===== src/rtl/posit_pkg.sv =====
// Shared state encoding, posit special constants and the round-to-nearest-even
// helper for the IEEE 754 to posit converter.
package posit_pkg;

  localparam int PN  = 32;
  localparam int PES = 2;

  typedef enum logic [2:0] {
    IDLE   = 3'd0,
    DECODE = 3'd1,
    SHIFT  = 3'd2,
    ROUND  = 3'd3,
    DONE   = 3'd4
  } state_t;

  localparam logic [PN-1:0] NAR    = {1'b1, {(PN-1){1'b0}}};
  localparam logic [PN-1:0] MAXPOS = {1'b0, {(PN-1){1'b1}}};
  localparam logic [PN-1:0] MINPOS = {{(PN-1){1'b0}}, 1'b1};

  // Rounds the unsigned magnitude and clamps it into [minpos, maxpos].
  function automatic logic [PN-1:0] round_mag(input logic [PN-2:0] mag,
                                              input logic          g,
                                              input logic          st);
    logic [PN-1:0] sum;
    sum = {1'b0, mag} + {{(PN-1){1'b0}}, g & (st | mag[0])};
    if (sum[PN-1]) begin
      return MAXPOS;
    end
    if (sum == '0) begin
      return MINPOS;
    end
    return sum;
  endfunction

endpackage


===== src/rtl/fp_lzc.sv =====
// Combinational leading-zero counter over the FP fraction field; an all-zero
// input reports M.
module fp_lzc #(
  parameter int M = 23,
  parameter int W = $clog2(M + 1)
) (
  input  logic [M-1:0] i_val,
  output logic [W-1:0] o_lz
);

  always_comb begin
    o_lz = W'(M);
    for (int b = 0; b < M; b++) begin
      if (i_val[b]) begin
        o_lz = W'(M - 1 - b);
      end
    end
  end

endmodule


===== src/rtl/fp_to_posit_seq.sv =====
// Serial IEEE 754 binary32 to posit<32,2> converter: the regime is shifted in
// one bit per cycle, so only one conversion is in flight at a time.
module fp_to_posit_seq
  import posit_pkg::*;
#(
  parameter int FPWID = PN
) (
  input  logic             clk_i,
  input  logic             rst_ni,
  input  logic             in_valid_i,
  output logic             in_ready_o,
  input  logic [FPWID-1:0] i,
  output logic             out_valid_o,
  input  logic             out_ready_i,
  output logic [FPWID-1:0] o
);

  localparam int E    = 8;
  localparam int M    = 23;
  localparam int BIAS = 127;
  localparam int ES   = PES;
  localparam int SRW  = FPWID - 1 + ES + M + 2;
  localparam int LZW  = $clog2(M + 1);
  localparam int UEW  = 10;
  localparam int SW   = 5;
  localparam logic signed [UEW-1:0] K_HI = UEW'(FPWID - 3);
  localparam logic signed [UEW-1:0] K_LO = UEW'(2 - FPWID);

  state_t            r_state;
  logic [FPWID-1:0]  r_in;
  logic [SRW-1:0]    r_sr;
  logic [SW-1:0]     r_s;
  logic              r_rbit;
  logic              r_sticky;
  logic [FPWID-1:0]  r_o;

  logic [E-1:0]          w_exp;
  logic [M-1:0]          w_frac;
  logic [M-1:0]          w_fman;
  logic [LZW-1:0]        w_lz;
  logic signed [UEW-1:0] w_ue;
  logic signed [UEW-1:0] w_k;
  logic [ES-1:0]         w_ef;
  logic                  w_rbit;
  logic [SW-1:0]         w_s;
  logic                  w_denorm;
  logic                  w_zero;
  logic                  w_infnan;
  logic                  w_big;
  logic                  w_small;
  logic [FPWID-1:0]      w_sat;
  logic [FPWID-1:0]      w_sat_o;
  logic [FPWID-2:0]      w_mag;
  logic                  w_g;
  logic                  w_st;
  logic [FPWID-1:0]      w_pos;
  logic [FPWID-1:0]      w_round_o;

  assign w_exp  = r_in[FPWID-2 -: E];
  assign w_frac = r_in[M-1:0];

  fp_lzc #(.M(M), .W(LZW)) u_lzc (
    .i_val (w_frac),
    .o_lz  (w_lz)
  );

  // Denormals are renormalised so that the hidden bit sits just above the field.
  always_comb begin
    w_denorm = (w_exp == '0);
    if (w_denorm) begin
      w_fman = w_frac << (w_lz + LZW'(1));
      w_ue   = -UEW'(BIAS) - UEW'(w_lz);
    end else begin
      w_fman = w_frac;
      w_ue   = UEW'(w_exp) - UEW'(BIAS);
    end
    w_k    = w_ue >>> ES;
    w_ef   = w_ue[ES-1:0];
    w_rbit = ~w_k[UEW-1];
    w_s    = w_rbit ? (w_k[SW-1:0] + SW'(1)) : (SW'(0) - w_k[SW-1:0]);
  end

  assign w_zero   = w_denorm && (w_frac == '0);
  assign w_infnan = &w_exp;
  assign w_big    = (w_k > K_HI);
  assign w_small  = (w_k < K_LO);
  assign w_sat    = w_big ? MAXPOS : MINPOS;
  assign w_sat_o  = r_in[FPWID-1] ? (FPWID'(0) - w_sat) : w_sat;

  assign w_mag     = r_sr[SRW-1 -: FPWID-1];
  assign w_g       = r_sr[SRW-FPWID];
  assign w_st      = (|r_sr[SRW-FPWID-1:0]) | r_sticky;
  assign w_pos     = round_mag(w_mag, w_g, w_st);
  assign w_round_o = r_in[FPWID-1] ? (FPWID'(0) - w_pos) : w_pos;

  always_ff @(posedge clk_i) begin
    if (!rst_ni) begin
      r_state  <= IDLE;
      r_in     <= '0;
      r_sr     <= '0;
      r_s      <= '0;
      r_rbit   <= 1'b0;
      r_sticky <= 1'b0;
      r_o      <= '0;
    end else begin
      unique case (r_state)
        IDLE: begin
          if (in_valid_i) begin
            r_in    <= i;
            r_state <= DECODE;
          end
        end
        DECODE: begin
          if (w_zero) begin
            r_o     <= '0;
            r_state <= DONE;
          end else if (w_infnan) begin
            r_o     <= NAR;
            r_state <= DONE;
          end else if (w_big || w_small) begin
            r_o     <= w_sat_o;
            r_state <= DONE;
          end else begin
            // Regime terminator first; the regime run is shifted in above it.
            r_sr     <= {~w_rbit, w_ef, w_fman, {(SRW-M-ES-1){1'b0}}};
            r_rbit   <= w_rbit;
            r_s      <= w_s;
            r_sticky <= 1'b0;
            r_state  <= SHIFT;
          end
        end
        SHIFT: begin
          r_sr     <= {r_rbit, r_sr[SRW-1:1]};
          r_sticky <= r_sticky | r_sr[0];
          r_s      <= r_s - SW'(1);
          if (r_s == SW'(1)) begin
            r_state <= ROUND;
          end
        end
        ROUND: begin
          r_o     <= w_round_o;
          r_state <= DONE;
        end
        DONE: begin
          if (out_ready_i) begin
            r_state <= IDLE;
          end
        end
        default: r_state <= IDLE;
      endcase
    end
  end

  assign in_ready_o  = rst_ni && (r_state == IDLE);
  assign out_valid_o = (r_state == DONE);
  assign o           = r_o;

endmodule

===== config.mk =====
export PLATFORM = sky130hd
export DESIGN_NAME = fp_to_posit_seq
export DESIGN_NICKNAME = d
export VERILOG_FILES = /design/src/rtl/posit_pkg.sv /design/src/rtl/fp_lzc.sv /design/src/rtl/fp_to_posit_seq.sv
export SDC_FILE = /design/constraint.sdc
export NUM_CORES = 1
export LEC_CHECK = 0
export BUFFER_PORTS_ARGS = -buffer_cell sky130_fd_sc_hd__buf_4
export CAP_MARGIN = 20
export CORE_MARGIN = 5
export CORE_UTILIZATION = 55
export DETAILED_ROUTE_END_ITERATION = 10
export PLACE_DENSITY = 0.75
export RECOVER_POWER = 100
export SLEW_MARGIN = 15
export SYNTH_ARGS = -nofsm -noshare
export SYNTH_HDL_FRONTEND = slang
export SYNTH_SLANG_ARGS = --single-unit

===== constraint.sdc =====
create_clock -name clk_i -period 8.1 [get_ports clk_i]
set_clock_uncertainty 0.1 [all_clocks]
set_input_delay 1.62 -clock clk_i [delete_from_list [all_inputs] [get_ports clk_i]]
set_output_delay 1.62 -clock clk_i [all_outputs]
set_load 0.05 [all_outputs]

After elaboration in Yosys (flattened, before gate mapping)

Index checks and enable logic that the tools add are counted.

Add/sub/neg operators: 9
Multipliers: 0
Div/mod/pow operators: 0
Order comparisons: 2
Equal/unequal tests: 12
Shifts and indexed selects: 1
Multiplexer cells: 59
Bitwise gates (word level): 8
Reductions and logical operators: 16

Operators by type and width:

| operator                | number |
|---|---|
| $mux W32                | 9 |
| $mux W58                | 3 |
| $pmux W58 S2            | 1 |
| $mux W5                 | 20 |
| $pmux W32 S2            | 1 |
| $add A31 B1 Y32         | 1 |
| $logic_not A32 Y1       | 1 |
| $sub A1 B31 Y32 const A | 1 |
| $sub A1 B32 Y32 const A | 1 |
| $mux W31                | 1 |
| $mux W3                 | 10 |
| $reduce_or A26 Y1       | 1 |
| $logic_not A23 Y1       | 1 |
| $mux W23                | 1 |
| $shl A23 B5 Y23         | 1 |
| $pmux W3 S5             | 1 |
| $add A5 B1 Y5 const B   | 2 |
| $mux W10                | 1 |
| $ne A2 B2 Y1 const B    | 5 |
| $pmux W5 S2             | 1 |
| $sub A8 B6 Y9 const A   | 1 |
| $sub A8 B7 Y9 const B   | 1 |
| $gt A8 B6 Y1 const B    | 1 |
| $logic_not A8 Y1        | 1 |
| other kinds (23)        | 40 |

Register bits: 132
Latch bits: 0
RAM bits: 0
Memory bits (read-only): 0
Input port bits: 36
Output and inout bits: 34
Word-level logic and storage cells: 114
Memories kept: 0

Longest topological paths before layout

Gate-level depths: netlist of run 1.

Depth in word-level cells: 33
Gate-level depth with buffers: 21
Mapped depth without buffers: 18

Hierarchy

Synthesis of run 1 repeated with hierarchy kept, for this count alone.

Cells, all modules: 1277
Area, all modules: 9490.4 um2

By module, submodules not included:

| module          | times used | cells an instance | area an instance (um2) | sequential area each (um2) |
|---|---|---|---|---|
| fp_to_posit_seq | 1          | 1235              | 9253.9                 | 2642.5 |
| fp_lzc          | 1          | 42                | 236.5                  | 0.0 |

Least setup slack after synthesis of run 1

OpenSTA, ideal clock, no wires.

Kind: flip-flop to flip-flop
Start: register r_sr[26]
End: register r_o[24] (netlist: o[24])
Library setup time: 0.086 ns
Arrival time: 4.539 ns
Data required time: 7.914 ns
Slack: 3.375 ns
Stages on the path, launching flop included: 22
Path buffers: 3
Clock period less this slack: 4.725 ns
Cell sequence: dfxtp_1 -> and2_1 -> ha_1 -> clkbuf_1 -> and4_1 -> clkbuf_1 -> nor3_1 -> o2111a_1 -> o211a_1 -> and4_1 -> nand4_1 -> and3b_1 -> ha_1 -> nand2_1 -> a21oi_1 -> nand3_1 -> or4_1 -> clkbuf_1 -> nor3_1 -> a41oi_1 -> xor2_1 -> a211oi_1

Word-level cells in the longest chain between the ends: 10
Elaborated cells between the ends (all ways): 12
Classes of those cells: 2 x add/sub; 8 x mux; 1 x bitwise; 1 x reduce/logical

Ends and longest elaborated chain:

| element                  | RTL line               | RTL |
|---|---|---|
| start: declaration       | fp_to_posit_seq.sv:31  | `logic [SRW-1:0] r_sr;` |
| start signal: assignment | fp_to_posit_seq.sv:125 | `r_sr <= {~w_rbit, w_ef, w_fman, {(SRW-M-ES-1){1'b0}}};` |
| start signal: assignment | fp_to_posit_seq.sv:133 | `r_sr <= {r_rbit, r_sr[SRW-1:1]};` |
| $and A1 B1 Y1 (*)        | posit_pkg.sv:25        | `sum = {1'b0, mag} + {{(PN-1){1'b0}}, g & (st \| mag[0])};` |
| $add A31 B1 Y32 (*)      | posit_pkg.sv:25        |  |
| $logic_not A32 Y1        | posit_pkg.sv:29        | `if (sum == '0) begin` |
| $mux W1 (2 in series)    | posit_pkg.sv:29        |  |
| $mux W32                 | posit_pkg.sv:32        | `return sum;` |
| $mux W32 (*)             | posit_pkg.sv:29        |  |
| $sub A1 B32 Y32          | fp_to_posit_seq.sv:94  | `assign w_round_o = r_in[FPWID-1] ? (FPWID'(0) - w_pos) : w_pos;` |
| $mux W32 (*)             | fp_to_posit_seq.sv:94  |  |
| $pmux W32 S2 (*)         | fp_to_posit_seq.sv:106 | `unique case (r_state)` |
| end signal: assignment   | fp_to_posit_seq.sv:121 | `r_o <= w_sat_o;` |
| end signal: assignment   | fp_to_posit_seq.sv:141 | `r_o <= w_round_o;` |
| end: declaration         | fp_to_posit_seq.sv:35  | `logic [FPWID-1:0] r_o;` |

Mark *: on every way between the ends. The rest lies on a longest branch, timed or not. The select of a mux whose other input is x is not followed.
A chain may end at the register's enable or synchronous reset.

Worst setup path after layout of run 1

Start: register r_sr[31]
End: register r_o[28] (netlist: o[28])

Word-level cells in the longest chain between the ends: 9
Elaborated cells between the ends (all ways): 11
Classes of those cells: 2 x add/sub; 8 x mux; 1 x reduce/logical

Ends and longest elaborated chain:

| element               | RTL line |
|---|---|
| $add A31 B1 Y32 (*)   | posit_pkg.sv:25 |
| $logic_not A32 Y1     | posit_pkg.sv:29 |
| $mux W1 (2 in series) | posit_pkg.sv:29 |
| $mux W32              | posit_pkg.sv:32 |
| $mux W32 (*)          | posit_pkg.sv:29 |
| $sub A1 B32 Y32       | fp_to_posit_seq.sv:94 |
| $mux W32 (*)          | fp_to_posit_seq.sv:94 |
| $pmux W32 S2 (*)      | fp_to_posit_seq.sv:106 |

Marked as above.

==> impl_metrics.toml, run 1 <==
[status]
status = "finished with violations"
violations = "capacitance limit, slew limit"

[power_and_ir_drop]
power_density_mw_per_mm2 = 277
max-vdd-ir-drop_v = 0.000151
totalPowerFinal_uw = 2510
p_leak_uw = 0.00316

[floorplan]
die_h_um = 133
die-area_mm2 = 0.0177
die_w_um = 133
num_io_pins = 70
core_mm2 = 0.0150
initial_core_util_pct = 55.4
rows = 45

[critical_path]
crit_path_start = "r_sr[31]"
cp-start-kind = "register"
reg2reg_setup_slack_ns = 2.00
critical_path_class = "reg2reg"
critPathArrivalTime_ns = 6.28
worstRegToRegCells = 16
regToRegEndpoint = "o[28]"
required_ns = 8.29
critPathMaxFanout = 16
rr_startpoint = "r_sr[31]"
timing.critical_path.to_type = "register"

[route]
wl_um = 22900
routedWlPerCell_um = 17.1
vias_per_cell = 6.31
antenna_left = 0
drc = 0
num_vias = 8412
drt_pass1_iterations = 6
drt_iter0_markers = 900

[yosys]
yosys-top-cells-area = "dfxtp_1, nand2_1, a21oi_1"
synth-edff-count = 0
netlist_area_mm2 = 0.00833
synth_nets = 1178
synth_seq_cells = 132
seq_area_frac_synth_pct = 31.7
synth.most_common_cell = "nand2_1"
synth_async_sr_flop_share_pct = 0
syn_avg_cell_area_um2 = 7.35
synth_top_cell_area_share_pct = 31.7
yosysUniqueCellTypes = 79
synth_ff_type = "dfxtp_1"
post-synth-top-area-cell = "dfxtp_1"
syn_inst = 1133
yosysWarningCount = 0
synth_common_cells = "nand2_1, dfxtp_1, a21oi_1"

[clock_network]
numClockSinks = 132
clk_pin_slew_ns = 0.06
cts_max_path_buffers = 2
cts_resized = 0
htreeDepth = 4
cts_setup_buffers = 0
clockRootBuffer = "clkbuf_16"
hold_buffers = 0
clk_latency_ns = 0.43
cts_made_buffers = 17
tritoncts = "built"

[placement]
place_congestion = 0.950
dpl.hpwl_um = 15800
portBuffers = 69

[final_layout]
antenna_cells = 0
areaGrowthSynthToFinish_pct = 8.97
fill_cells = 1421
finalNetCount = 1178
drive_above_1_share_pct = 8.73

[sta]
fin_crit_ns = 6.10
fin_tns_setup_ns = 0
setup_violations = 0
hold_violations = 0
rsz0062_at_grt = "false"
drv_slew = 113
fmax_mhz = 164
finalCritPeriodShare_pct = 75.3
slew-limit-headroom_pct = -55.7
worstMarginPinSlew_ns = 2.34

[worst_hold_path]
hold_end = "r_sr[17]"
min_path_cells = 2
min-delay-start = "r_sr[18]"
hp-class = "reg2reg"

[grt]
grt_pass1_wl_um = 37200
antenna_found_initial = 1
grt-ovfl-total = 0
grt_use_total_pct = 25.3
grt_max_degree = 61
grt_pass1_vias = 7303

[run]
maxCapViolations = 2
## critical path, cell delays in order (launching register included)
cell and delay, ns:
dfxtp_1 0.60, nand4_1 0.34, nor4_1 1.27, a2111oi_0 0.28, o211a_1 0.34, and4_1 0.23
nand4_1 0.22, and3b_1 0.31, ha_1 0.23, nand2_1 0.10, a21oi_1 0.19, nand3_1 0.15
or4_1 0.70, nor3_1 0.33, nand2_1 0.20, mux2i_1 0.25, a31oi_1 0.12
## power by group
| part | internal [uW] | switching, uW |
|---|---|---|
| combinational | 311 | 619 |
| sequential | 728 | 109 |
| clock | 452 | 296 |
| total | 1490 | 1020 |
## worst max-delay path by stage
stage | endpoint | slack (ns) | cells after the start
final | o[28] | 2.00 | 16
after global routing | o[28] | 1.50 | 16
after CTS | o[28] | 2.57 | 16
after detailed placement | o[28] | 2.64 | 16
after global placement | o[24] | 2.81 | 16
after floorplan | o[24] | 3.38 | 21
## routing by layer
| metal | track usage [%] | wire [um] |
|---|---|---|
| met5 | 0 | 18 |
| met3 | 5.21 | 1610 |
| met2 | 37.4 | 9960 |
| met1 | 37.0 | 10900 |
| met4 | 7.39 | 360 |
## sequential cells by signal (all words and copies together), names as in the netlist
register,flops
r_rbit,1
o,32
r_state,3
r_sr,58
r_s,5
r_in,32
r_sticky,1
## cell type report
class	count	area [um^2]	share of cell area, %
Clock buffer	19	433	4.77
Clock inverter	13	135	1.49
Inverter	24	90.1	0.993
Multi-Input combinational cell	881	5070	55.9
Sequential cell	132	2640	29.1
Tap cell	188	235	2.59
Timing Repair Buffer	77	467	5.14
## metrics by stage
stage          util [%]  hold WS [ns]  setup WS, ns  std cells  instance area (um^2)
6_report           60.4         0.362          2.00       1334                  9070
5_1_grt            60.4         0.374          1.50       1334                  9070
4_1_cts            61.6         0.360          2.57       1333                  9250
3_5_place_dp       57.8         0.358          2.64       1301                  8690
3_3_place_gp       57.8         0.353          2.81       1301                  8690
2_1_floorplan         -         0.343          3.38       1133                  8330
## cells in the final DEF (no fill, tap or decap), types with 4 or more instances in the layout
cell,netlist,final
o21ai_1,29,9
a21oi_1,108,108
clkinv_2,0,5
nor3_1,38,37
ha_1,9,9
inv_1,23,23
nor2b_1,5,5
o31ai_1,8,8
buf_4,5,41
a31oi_1,39,40
a221oi_2,8,4
nor2_1,72,72
or4_1,9,10
mux2i_1,10,11
a31o_2,4,4
dfxtp_1,132,132
nand2_1,176,176
nand2b_1,7,7
and2_1,10,9
o21ai_0,80,100
xnor2_1,35,35
nand3_1,49,49
nand4_1,25,25
nor4_1,24,25
clkbuf_1,73,37
or2_2,5,4
xor2_1,17,17
and4_1,9,9
clkbuf_16,0,17
or3_1,6,6
a221oi_1,1,5
a211oi_1,12,12
a41oi_1,5,5
o31a_1,6,6
and3_1,14,14
## cell families (layout without fill, tap and decap cells)
group,count (synthesis),after routing,share of synthesized area [%]
simple gates,464,464,27.1
flops,132,132,31.7
mux,13,13,1.74
buf+inv,120,133,6.55
xor+xnor,53,53,5.66
fa+ha+maj,9,9,1.35
compound gates,342,342,25.9
No activity file was read; power rests on OpenSTA's default activity.
==> inputs of run 2 (changes only) <==
- PLACE_DENSITY: 0.75 -> 0.78
- clock period: 8.1 -> 5.42 ns (I/O delays scaled with it)
==> impl_metrics.toml, run 2 (same netlist as run 1, synthesis figures left out) <==
[status]
status = "finished with violations"
violations = "capacitance limit, slew limit"

[final_layout]
finalNetCount = 1193
final_common_cell = "nand2_1"
antenna_cells = 0
fin_cells = 1349
largest_reg_flops = 58
layout_common_cells = "nand2_1, dfxtp_1, a21oi_1"
areaGrowthSynthToFinish_pct = 10.8
regMostFlops = "r_sr"
post-route-util_pct = 61.4
fin_area_mm2 = 0.00922
drive_above_1_share_pct = 9.91

[grt]
grt_use_total_pct = 25.7
grt_pass1_wl_um = 38000
grt-ovfl-total = 0
grt_max_degree = 61
antenna_found_initial = 0
grt_pass1_vias = 7538

[critical_path]
cpPeakStageDelay_ns = 1.61
cp-start-kind = "primary input"
critPathArrivalTime_ns = 5.22
timing.critical_path.to_type = "register"
critPathMaxFanout = 60
path_cells = "clkbuf_1 -> inv_1 -> clkbuf_2 -> a2111oi_0"
critPathSlowestCell = "clkbuf_1"
path_buf_inv = 3
critical_path_class = "in2reg"
required_ns = 5.61
crit_family = "buffers and inverters"

[route]
vias_per_cell = 6.28
drt_iter0_markers = 885
routed.top_layer = "met4"
antenna_left = 0
routedWlPerCell_um = 17.3
wl_met3_um = 1770
num_vias = 8466
wl_met2_um = 10200
wl_met1_um = 10900
wl_um = 23300
drc = 0
drt_pass1_iterations = 6

[floorplan]
rows = 45
core_mm2 = 0.0150
die_h_um = 133
die_w_um = 133
num_io_pins = 70
initial_core_util_pct = 55.4
die-area_mm2 = 0.0177

[clock_network]
clk_latency_ns = 0.43
clk_pin_slew_ns = 0.06
cts_resized = 0
htreeDepth = 4
clockRootBuffer = "clkbuf_16"
cts_made_buffers = 17
cts_setup_buffers = 0
tritoncts = "built"
hold_buffers = 0
cts_max_path_buffers = 2
numClockSinks = 132

[placement]
place_congestion = 0.948
dpl.hpwl_um = 16400
portBuffers = 69
placed_cells = 1316
placed_cell_area_mm2 = 0.00880

[sta]
holdWs_ns = 0.364
fin_tns_setup_ns = 0
rsz0062_at_grt = "false"
worstMarginPinSlew_ns = 2.32
finalCritPeriodShare_pct = 92.9
fmax_mhz = 199
drv_slew = 104
setup_violations = 0
slew-limit-headroom_pct = -54.4
fin_crit_ns = 5.03
hold_violations = 0

[power_and_ir_drop]
max-vdd-ir-drop_v = 0.000250
p_leak_uw = 0.00325
power_density_mw_per_mm2 = 421

[run]
maxCapViolations = 2

[worst_hold_path]
hp-class = "reg2reg"
-- run 2: changes by cell type in the layout (fill, tap and decap cells not counted), moves of 2 or more --
cell	delta
o21ai_0	+7
clkbuf_8	+4
clkinv_2	-4
clkbuf_2	+6
a221oi_2	-2
buf_4	+8
o21ai_1	-7
clkbuf_1	+3
a221oi_1	+2
-- run 2: power breakdown --
part | total [uW] | leakage, uW | switching [uW] | internal [uW]
Sequential | 1240 | 0.00107 | 148 | 1090
Clock | 1190 | 0.000298 | 417 | 773
Combinational | 1450 | 0.00188 | 968 | 485
-- run 2: worst register-to-register path, cell delays in order, from the launching register on --
cell	delay (ns)
dfxtp_1	0.38
inv_1	0.09
ha_1	0.14
or4b_1	0.50
or4_4	0.63
mux2i_1	0.48
inv_1	0.16
ha_1	0.24
or4_1	0.55
o32ai_2	0.30
a31oi_4	0.13
a31oi_4	0.21
clkbuf_2	0.54
o21ai_0	0.20
a21oi_1	0.24
-- run 2: through the flow --
step | worst slack [ns] | total power (uW)
finish | 0.386 | 3880
global route | 0.0232 | 4070
CTS | 0.471 | 3940
detailed placement | 0.539 | 2740
global placement | 0.677 | 2720
floorplan | 0.695 | 2390
-- run 2: worst paths after layout --
kind,cells past startpoint,to,from,slack (ns)
max,4,r_sr[42],rst_ni,0.39
min,2,r_sr[0],r_sr[1],0.36
max reg2reg,14,r_sr[21],r_in[23],0.41
min reg2reg,2,r_sr[0],r_sr[1],0.36
-- run 2: final cells by class --
class,instances,area (um^2)
Tap cell,188,235
Multi-Input combinational cell,881,5090
Inverter,24,90.1
Sequential cell,132,2640
Timing Repair Buffer,92,548
Fill cell,1423,5810
Clock buffer,25,495
Clock inverter,7,120
-- run 2: metal layers --
metal,GRT usage (%),vias to the layer above
met2,38.3,382
li1,-,4143
met1,36.7,3887
met5,0,-
met3,6.20,54
met4,8.20,0
==> inputs of run 3 (changes only) <==
- MAX_ROUTING_LAYER: unset -> met4
- PLACE_DENSITY: 0.78 -> 0.77
==> impl_metrics.toml, run 3 (same netlist as run 1, synthesis figures left out) <==
[status]
status = "finished with violations"
violations = "capacitance limit, slew limit"

[run]
maxCapViolations = 2

[clock_network]
numClockSinks = 132
cts_max_path_buffers = 2
hold_buffers = 0
clockRootBuffer = "clkbuf_16"
cts_setup_buffers = 0
cts_made_buffers = 17
clk_pin_slew_ns = 0.06
clk_latency_ns = 0.43
cts_resized = 0
tritoncts = "built"
htreeDepth = 4

[sta]
worstMarginPinSlew_ns = 1.66
setup_ws_ns = 0.361
hold_violations = 0
fin_crit_ns = 5.06
finalCritPeriodShare_pct = 93.3
fmax_mhz = 198
rsz0062_at_grt = "false"
setup_violations = 0
drv_slew = 95
fin_tns_setup_ns = 0
holdWs_ns = 0.362
slew-limit-headroom_pct = -10.7

[route]
drc = 0
antenna_left = 0
wl_um = 23600
drt_iter0_markers = 897
vias_per_cell = 6.34
num_vias = 8555
routedWlPerCell_um = 17.5
drt_pass1_iterations = 5

[critical_path]
timing.critical_path.to_type = "register"
critical_path_class = "reg2reg"
required_ns = 5.67
cp-start-kind = "register"
critPathMaxFanout = 32
critPathArrivalTime_ns = 5.31

[final_layout]
drive_above_1_share_pct = 10.1
multi_input_area_mm2 = 0.00510
areaGrowthSynthToFinish_pct = 10.9
antenna_cells = 0
seq_area_mm2 = 0.00264
finalNetCount = 1193
layout_common_cells = "nand2_1, dfxtp_1, a21oi_1"
fin_cells = 1349
final_common_cell = "nand2_1"
regMostFlops = "r_sr"
fill_cells = 1405
largest_reg_flops = 58

[grt]
grt-ovfl-total = 0
grt_use_total_pct = 26.6
grt_pass1_vias = 7421
antenna_found_initial = 0
grt_pass1_wl_um = 37900
grt_max_degree = 61

[power_and_ir_drop]
p_leak_uw = 0.00323
max-vdd-ir-drop_v = 0.000261
totalPowerFinal_uw = 3900
combPwrFrac_pct = 37.7
clkPwrFrac_pct = 30.6
power.switching_uw = 1560
swShare_pct = 40.1
power_density_mw_per_mm2 = 422
share_seq_of_total_power_pct = 31.7
p_int_uw = 2330

[floorplan]
num_io_pins = 70
die_h_um = 133
die-area_mm2 = 0.0177
initial_core_util_pct = 55.4
core_mm2 = 0.0150
rows = 45
die_w_um = 133

[placement]
portBuffers = 69
dpl_worst_slack_ns = 0.594
dpl.hpwl_um = 16600
place_congestion = 0.972
placed_cells = 1316

[worst_hold_path]
hp-class = "reg2reg"
-- run 3: metal layers --
metal	wire (um)	global-route usage [%]	share of wire, %	vias up
met3	1530	5.70	6.5	50
met2	10400	38.8	44	337
met5	0	-	0	-
met4	467	7.68	2.0	0
li1	-	-	-	4153
met1	11200	37.1	48	4015
-- run 3: cell type report --
| type | instances | area share, % |
|---|---|---|
| Tap cell | 188 | 2.55 |
| Sequential cell | 132 | 28.6 |
| Clock buffer | 20 | 4.95 |
| Clock inverter | 12 | 1.65 |
| Multi-Input combinational cell | 881 | 55.3 |
| Inverter | 24 | 0.976 |
| Timing Repair Buffer | 92 | 5.99 |
-- run 3: final timing paths --
check / startpoint / endpoint / slack, ns / cells past startpoint
worst min-delay path: r_sr[10] / r_sr[9] / 0.36 / 2
worst max register to register: r_in[23] / o[15] / 0.36 / 14
worst min register to register: r_sr[10] / r_sr[9] / 0.36 / 2
worst max-delay path: r_in[23] / o[15] / 0.36 / 14
-- run 3: metrics by stage --
stage / util [%] / instance area, um^2
6_report: 61.4 / 9230
5_1_grt: 61.4 / 9230
4_1_cts: 62.6 / 9410
3_5_place_dp: 58.5 / 8800
3_3_place_gp: 58.5 / 8800
2_1_floorplan: - / 8330
-- run 3: critical path, cell delays in order (launching register included) --
cell	delay, ns
dfxtp_1	0.38
inv_1	0.08
ha_1	0.13
or4b_1	0.50
or4_4	0.62
mux2i_4	0.30
inv_1	0.13
ha_1	0.22
or4_1	0.53
o32ai_2	0.23
a31oi_2	0.17
a21oi_4	0.24
clkbuf_1	0.86
o21ai_0	0.21
a211oi_1	0.24
-- run 3: power groups by stage --
stage | Clock, uW | Sequential [uW] | Combinational (uW)
after detailed placement | 0 | 1250 | 1490
final | 1190 | 1240 | 1470
after global routing | 1250 | 1260 | 1590
after global placement | 0 | 1250 | 1480
after floorplan | 0 | 1310 | 1090
after CTS | 1200 | 1230 | 1510
